**src/rtl/decode_stage_pipe.sv**
```systemverilog
`default_nettype none
// ============================================================================
// Module   : decode_stage_pipe
// Summary  : Decode stage with register file, LDI assembly, LD-use stall and
//            a registered output bundle. Define DECODE_BYPASS_EN to forward a
//            same-cycle write-back into operand reads.
// Revision : 1.0 - initial release
// ============================================================================
module decode_stage_pipe #(
    parameter int DATA_W = 16,
    parameter int REG_AW = 3
) (
    input  logic              clk,
    input  logic              reset,
    input  logic              in_valid,
    input  logic [DATA_W-1:0] in_instr,
    output logic              in_ready,
    input  logic              wb_en,
    input  logic [REG_AW-1:0] wb_addr,
    input  logic [DATA_W-1:0] wb_data,
    input  logic              out_ready,
    output logic              out_valid,
    output logic [DATA_W-1:0] out_op1,
    output logic [DATA_W-1:0] out_op2,
    output logic [DATA_W-1:0] out_imm,
    output logic [REG_AW-1:0] out_rd,
    output logic [1:0]        out_alu_op,
    output logic              out_use_imm,
    output logic              out_mem_read,
    output logic              out_mem_write,
    output logic              out_wb
);

    localparam int NREG = 2**REG_AW;
    localparam int HW   = 3 + 2*REG_AW;

    localparam logic [2:0] c_op_add = 3'b001;
    localparam logic [2:0] c_op_sub = 3'b010;
    localparam logic [2:0] c_op_and = 3'b011;
    localparam logic [2:0] c_op_or  = 3'b100;
    localparam logic [2:0] c_op_ldi = 3'b101;
    localparam logic [2:0] c_op_ld  = 3'b110;
    localparam logic [2:0] c_op_st  = 3'b111;

    typedef enum logic [1:0] {
        ST_DEC   = 2'd0,
        ST_IMM   = 2'd1,
        ST_STALL = 2'd2
    } state_t;

    state_t            state_q, state_d;
    logic [DATA_W-1:0] rf_q [NREG];
    logic [HW-1:0]     held_q, held_d;
    logic [REG_AW-1:0] ldi_rd_q, ldi_rd_d;
    logic              sb_valid_q, sb_valid_d;
    logic [REG_AW-1:0] sb_rd_q, sb_rd_d;

    logic              out_valid_q, out_valid_d;
    logic [DATA_W-1:0] out_op1_q, out_op1_d;
    logic [DATA_W-1:0] out_op2_q, out_op2_d;
    logic [DATA_W-1:0] out_imm_q, out_imm_d;
    logic [REG_AW-1:0] out_rd_q, out_rd_d;
    logic [1:0]        out_alu_op_q, out_alu_op_d;
    logic              out_use_imm_q, out_use_imm_d;
    logic              out_mem_read_q, out_mem_read_d;
    logic              out_mem_write_q, out_mem_write_d;
    logic              out_wb_q, out_wb_d;

    logic              out_free;
    logic              accept;
    logic [HW-1:0]     dec_word;
    logic [2:0]        opc;
    logic [REG_AW-1:0] rs1;
    logic [REG_AW-1:0] rs2;
    logic [DATA_W-1:0] rd1_val;
    logic [DATA_W-1:0] rd2_val;
    logic              reads_rs1;
    logic              reads_rs2;
    logic              hazard;
    logic              issue_dec;
    logic              issue_ldi;

    logic [1:0]        b_alu_op;
    logic              b_mem_read;
    logic              b_mem_write;
    logic              b_wb;
    logic [DATA_W-1:0] b_op1;
    logic [DATA_W-1:0] b_op2;

    assign out_free = !out_valid_q || out_ready;
    assign in_ready = reset && (state_q != ST_STALL) && out_free;
    assign accept   = in_valid && in_ready;

    // A stalled instruction is re-decoded from the held copy, not from fetch.
    assign dec_word = (state_q == ST_STALL) ? held_q : in_instr[DATA_W-1 -: HW];
    assign opc      = dec_word[HW-1 -: 3];
    assign rs1      = dec_word[2*REG_AW-1 -: REG_AW];
    assign rs2      = dec_word[REG_AW-1:0];

    always_comb begin
        rd1_val = rf_q[rs1];
        rd2_val = rf_q[rs2];
`ifdef DECODE_BYPASS_EN
        if (wb_en && (wb_addr == rs1)) rd1_val = wb_data;
        if (wb_en && (wb_addr == rs2)) rd2_val = wb_data;
`endif
    end

    always_comb begin
        reads_rs1 = 1'b0;
        reads_rs2 = 1'b0;
        case (opc)
            c_op_add, c_op_sub, c_op_and, c_op_or, c_op_st: begin
                reads_rs1 = 1'b1;
                reads_rs2 = 1'b1;
            end
            c_op_ld:  reads_rs2 = 1'b1;
            default:  ;
        endcase
    end

    assign hazard = sb_valid_q && ((reads_rs1 && (rs1 == sb_rd_q)) ||
                                   (reads_rs2 && (rs2 == sb_rd_q)));

    always_comb begin
        b_alu_op    = 2'b00;
        b_mem_read  = 1'b0;
        b_mem_write = 1'b0;
        b_wb        = 1'b0;
        b_op1       = rd1_val;
        b_op2       = rd2_val;
        case (opc)
            c_op_add: b_wb = 1'b1;
            c_op_sub: begin b_alu_op = 2'b01; b_wb = 1'b1; end
            c_op_and: begin b_alu_op = 2'b10; b_wb = 1'b1; end
            c_op_or:  begin b_alu_op = 2'b11; b_wb = 1'b1; end
            c_op_ld: begin
                b_mem_read = 1'b1;
                b_wb       = 1'b1;
                b_op1      = rd2_val;
            end
            c_op_st: begin
                b_mem_write = 1'b1;
                b_op1       = rd2_val;
                b_op2       = rd1_val;
            end
            default: ;
        endcase
    end

    always_comb begin
        state_d         = state_q;
        held_d          = held_q;
        ldi_rd_d        = ldi_rd_q;
        sb_valid_d      = sb_valid_q;
        sb_rd_d         = sb_rd_q;
        issue_dec       = 1'b0;
        issue_ldi       = 1'b0;
        out_valid_d     = out_valid_q;
        out_op1_d       = out_op1_q;
        out_op2_d       = out_op2_q;
        out_imm_d       = out_imm_q;
        out_rd_d        = out_rd_q;
        out_alu_op_d    = out_alu_op_q;
        out_use_imm_d   = out_use_imm_q;
        out_mem_read_d  = out_mem_read_q;
        out_mem_write_d = out_mem_write_q;
        out_wb_d        = out_wb_q;

        case (state_q)
            ST_DEC: begin
                if (accept) begin
                    if (opc == c_op_ldi) begin
                        ldi_rd_d = rs1;
                        state_d  = ST_IMM;
                    end else if (hazard) begin
                        held_d  = dec_word;
                        state_d = ST_STALL;
                    end else begin
                        issue_dec = 1'b1;
                    end
                end
            end
            ST_IMM: begin
                if (accept) begin
                    issue_ldi = 1'b1;
                    state_d   = ST_DEC;
                end
            end
            ST_STALL: begin
                if (out_free) begin
                    issue_dec = 1'b1;
                    state_d   = ST_DEC;
                end
            end
            default: state_d = ST_DEC;
        endcase

        if (out_free) out_valid_d = issue_dec || issue_ldi;

        if (issue_dec) begin
            out_op1_d       = b_op1;
            out_op2_d       = b_op2;
            out_imm_d       = '0;
            out_rd_d        = rs1;
            out_alu_op_d    = b_alu_op;
            out_use_imm_d   = 1'b0;
            out_mem_read_d  = b_mem_read;
            out_mem_write_d = b_mem_write;
            out_wb_d        = b_wb;
            sb_valid_d      = (opc == c_op_ld);
            sb_rd_d         = rs1;
        end else if (issue_ldi) begin
            out_op1_d       = '0;
            out_op2_d       = '0;
            out_imm_d       = in_instr;
            out_rd_d        = ldi_rd_q;
            out_alu_op_d    = 2'b00;
            out_use_imm_d   = 1'b1;
            out_mem_read_d  = 1'b0;
            out_mem_write_d = 1'b0;
            out_wb_d        = 1'b1;
            sb_valid_d      = 1'b0;
        end
    end

    always_ff @(posedge clk or negedge reset) begin
        if (!reset) begin
            for (int i = 0; i < NREG; i++) rf_q[i] <= '0;
        end else if (wb_en) begin
            rf_q[wb_addr] <= wb_data;
        end
    end

    always_ff @(posedge clk or negedge reset) begin
        if (!reset) begin
            state_q         <= ST_DEC;
            held_q          <= '0;
            ldi_rd_q        <= '0;
            sb_valid_q      <= 1'b0;
            sb_rd_q         <= '0;
            out_valid_q     <= 1'b0;
            out_op1_q       <= '0;
            out_op2_q       <= '0;
            out_imm_q       <= '0;
            out_rd_q        <= '0;
            out_alu_op_q    <= 2'b00;
            out_use_imm_q   <= 1'b0;
            out_mem_read_q  <= 1'b0;
            out_mem_write_q <= 1'b0;
            out_wb_q        <= 1'b0;
        end else begin
            state_q         <= state_d;
            held_q          <= held_d;
            ldi_rd_q        <= ldi_rd_d;
            sb_valid_q      <= sb_valid_d;
            sb_rd_q         <= sb_rd_d;
            out_valid_q     <= out_valid_d;
            out_op1_q       <= out_op1_d;
            out_op2_q       <= out_op2_d;
            out_imm_q       <= out_imm_d;
            out_rd_q        <= out_rd_d;
            out_alu_op_q    <= out_alu_op_d;
            out_use_imm_q   <= out_use_imm_d;
            out_mem_read_q  <= out_mem_read_d;
            out_mem_write_q <= out_mem_write_d;
            out_wb_q        <= out_wb_d;
        end
    end

    assign out_valid     = out_valid_q;
    assign out_op1       = out_op1_q;
    assign out_op2       = out_op2_q;
    assign out_imm       = out_imm_q;
    assign out_rd        = out_rd_q;
    assign out_alu_op    = out_alu_op_q;
    assign out_use_imm   = out_use_imm_q;
    assign out_mem_read  = out_mem_read_q;
    assign out_mem_write = out_mem_write_q;
    assign out_wb        = out_wb_q;

endmodule
`default_nettype wire

```
**config.mk**
```make
export PLATFORM = sky130hd
export DESIGN_NAME = decode_stage_pipe
export DESIGN_NICKNAME = d
export VERILOG_FILES = /design/src/rtl/decode_stage_pipe.sv
export SDC_FILE = /design/constraint.sdc
export NUM_CORES = 1
export LEC_CHECK = 0
export CAP_MARGIN = 10
export CORE_MARGIN = 4
export CORE_UTILIZATION = 25
export CTS_CLUSTER_DIAMETER = 200
export DETAILED_ROUTE_END_ITERATION = 12
export SYNTH_ARGS = -nofsm -noshare
export SYNTH_HDL_FRONTEND = slang
export SYNTH_SLANG_ARGS = --single-unit
```
**constraint.sdc**
```tcl
create_clock -name clk -period 3.4 [get_ports clk]
set_input_delay 0.51 -clock clk [delete_from_list [all_inputs] [get_ports clk]]
set_output_delay 0.51 -clock clk [all_outputs]
set_load 0.02 [all_outputs]
```
==> flow_summary.json <==
{
  "crit_fanout": 72,
  "fin_tns_setup_ns": 0,
  "p_total_w": 0.00922,
  "coreArea_sq_mm": 0.0469,
  "grt_pass1_wl_um": 54600,
  "die-height_um": 227,
  "antenna_found_initial": 6,
  "yosys.area.top_type": "dfrtp_1",
  "yosys_warnings": 0,
  "drive_gt1_frac": 0.211,
  "synth.distinct_cells": 50,
  "period_needed_ns": 3.04,
  "finalMaxSlewViolations": 0,
  "grt_max_degree": 74,
  "cts_tree": "yes",
  "startpoint_type": "register",
  "die_x_um": 227,
  "clkTransAtPathRegs_ns": 0.06,
  "slew_headroom": 0.227,
  "finalSetupViolations": 0,
  "htree_levels": 1,
  "grtUsageTotal": 0.135,
  "async_reset_ff_frac": 1.00,
  "avgRoutedWirePerCell_um": 20.1,
  "cp_cell_sequence": "buf_4, nand2b_4, buf_12, and3_1, clkdlybuf4s50_1",
  "hold_viol": 0,
  "synth_edf_count": 0,
  "power.density_mw_per_mm2": 631,
  "synth_nets": 1084,
  "yosysSeqAreaShare": 0.426,
  "status": "finished clean",
  "rsz0062_at_grt": "false",
  "grt_remaining_overflow": 0,
  "grt_pass1_vias": 8984,
  "critPathMaxStageDelay_ns": 0.61,
  "endpoint_kind": "primary output",
  "postRouteAntennaNets": 0,
  "cts_buffers": 24,
  "peakVddDrop_v": 0.000336,
  "drc_errors": 0,
  "area_delta_synth_final_pct": 22.4,
  "cpMaxStageDelayCell": "clkdlybuf4s50_1",
  "dr_wl_met2_um": 15900,
  "clock-sinks": 203,
  "synth_ff_type": "dfrtp_1",
  "vias_per_cell": 5.04,
  "synth_top_cell_area_share": 0.426,
  "top_layer": "met5",
  "first_pass_iters": 8,
  "arrival_ns": 2.53,
  "p_leak_nw": 6.27,
  "wl_met1_um": 16300,
  "dieArea_sq_mm": 0.0513,
  "start_util": 0.255,
  "synth_area_sq_mm": 0.0119,
  "r2r_slack_ns": 0.64,
  "critical_path.top_delay_family": "buffers and inverters",
  "cp.buffers_inverters": 3,
  "ctsResizeCount": 0,
  "gp_congestion": 0.792,
  "crit_type": "reg2out",
  "post_cts_buffers": 0,
  "synth_seq_cells": 203,
  "clockBufferDepth": 3,
  "fin_skew_ns": 0.0167,
  "min_path_type": "in2reg",
  "num_vias": 8844,
  "cp.required_ns": 2.89,
  "root_buffer": "clkbuf_16",
  "timing.final.crit_share": 0.894,
  "final_nets": 1170,
  "hpwl_um": 22600,
  "routed-wl-met3_um": 2070,
  "wirelength_um": 35300,
  "fillers": 4745,
  "num_rows": 79,
  "drtIter0Drc": 634,
  "max_freq_mhz": 329,
  "ios": 99,
  "syn_area_per_cell_sq_um": 11.4,
  "worstMarginPinSlew_ns": 1.16,
  "synthTopCellsByArea": "dfrtp_1 43%, mux2i_1 25%, mux2_2 13%, nand2_1 2.4%, a221oi_1 2.3%",
  "cap_violations": 0,
  "io_buffer_count": 98,
  "synthCells": 1044,
  "cts_hold_buf": 1,
  "clk-insertion-delay-late_ns": 0.53
}
-- per-stage QoR --
step           hold slack, ns  setup slack [ns]  cells  utilization  cell area [sq um]
6_report                0.339             0.362   1755        0.312              14600
3_3_place_gp            0.380             0.335   1710        0.294              13800
3_5_place_dp            0.380             0.344   1710        0.294              13800
5_1_grt                 0.340             0.243   1754        0.312              14600
4_1_cts                 0.309             0.314   1754        0.312              14600
2_1_floorplan           0.214             0.885   1044            -              11900
-- tightest hold or removal path, cell delays in order --
cell and delay (ns):
buf_2 0.17, nand2_1 0.08, o21ai_1 0.05
-- area by class of cell --
| class | count | area [sq um] | share of cell area |
|---|---|---|---|
| diodes | 1 | 2.50 | 0.000171 |
| clock buffers | 33 | 686 | 0.0469 |
| clock inverters | 10 | 130 | 0.00891 |
| inverters | 9 | 33.8 | 0.00231 |
| multi-input cells | 754 | 6570 | 0.450 |
| flip-flops and latches | 203 | 5080 | 0.348 |
| well taps | 607 | 759 | 0.0520 |
| repair buffers | 138 | 1340 | 0.0918 |
-- flip-flops by register name, summed over array words and instances, names as in the netlist --
signal and cells:
out_wb 1, sb_valid_q 1, out_op2 16, out_alu_op 2, state_q 2, out_rd 3, held_q 9, out_mem_write 1
sb_rd_q 3, ldi_rd_q 3, out_use_imm 1, out_imm 16, rf_q 128, out_valid 1, out_op1 16
-- power by group --
part | internal [W] | leakage [nW] | switching (W)
sequential | 0.00305 | 2.49 | 0.000532
clock | 0.00163 | 0.398 | 0.00104
combinational | 0.00148 | 3.38 | 0.00148
total | 0.00616 | 6.27 | 0.00305
-- synthesized netlist by cell type (3+ instances only) --
cell,count
nand2b_1,3
a221oi_1,32
o22ai_1,3
mux2_4,11
nor2_1,74
buf_1,7
inv_1,9
buf_6,3
nand4b_1,3
or3_1,4
o31ai_1,5
o211ai_1,6
mux2_2,133
nor4bb_1,3
clkbuf_1,48
xnor2_1,6
dfrtp_1,203
o21ai_0,13
a31oi_1,4
mux2i_1,301
a21oi_1,4
o32ai_1,30
nand2_1,76
nor3_1,5
o21ai_1,4
buf_2,18
-- metal layers --
metal,GRT usage,vias up
met2,0.214,242
met4,0.0428,12
met5,0,-
met1,0.188,4460
met3,0.0243,74
li1,-,4056
-- worst paths after layout --
path                                    startpoint                      end  cells past startpoint
setup / recovery            state_q[1]$_DFFE_PN0P_                 in_ready                      5
hold / removal                        in_instr[10]  out_imm[10]$_DFFE_PN0P_                      3
setup reg to reg            state_q[1]$_DFFE_PN0P_  out_op1[15]$_DFFE_PN0P_                      7
hold reg to reg            ldi_rd_q[1]$_DFFE_PN0P_  ldi_rd_q[1]$_DFFE_PN0P_                      2
max in group asynchronous                    reset    held_q[0]$_DFFE_PN0P_                      4
min in group asynchronous                    reset  out_imm[15]$_DFFE_PN0P_                      2
-- placed cells by master, fill, tap and decap left out, drive strengths merged, types with 4 or more instances in the layout --
cell           instances
a31oi                  4
xnor2                  6
a221oi                32
dfrtp                203
nor2                  74
or3                    4
o31ai                  5
o211ai                 6
mux2i                301
clkinv                 5
nand2                 76
a21oi                  4
clkbuf                34
o32ai                 30
o21ai                 17
clkdlybuf4s50         95
mux2                 146
inv                    9
nor3                   5
buf                   41
-- cell families after synthesis --
family / count (synthesis) / synth area share
simple gates: 184 / 0.0679
xor+xnor: 8 / 0.00587
buf+inv: 87 / 0.0318
flops: 203 / 0.426
mux: 447 / 0.394
compound gates: 115 / 0.0753
No activity file was read; power rests on OpenSTA's default activity.
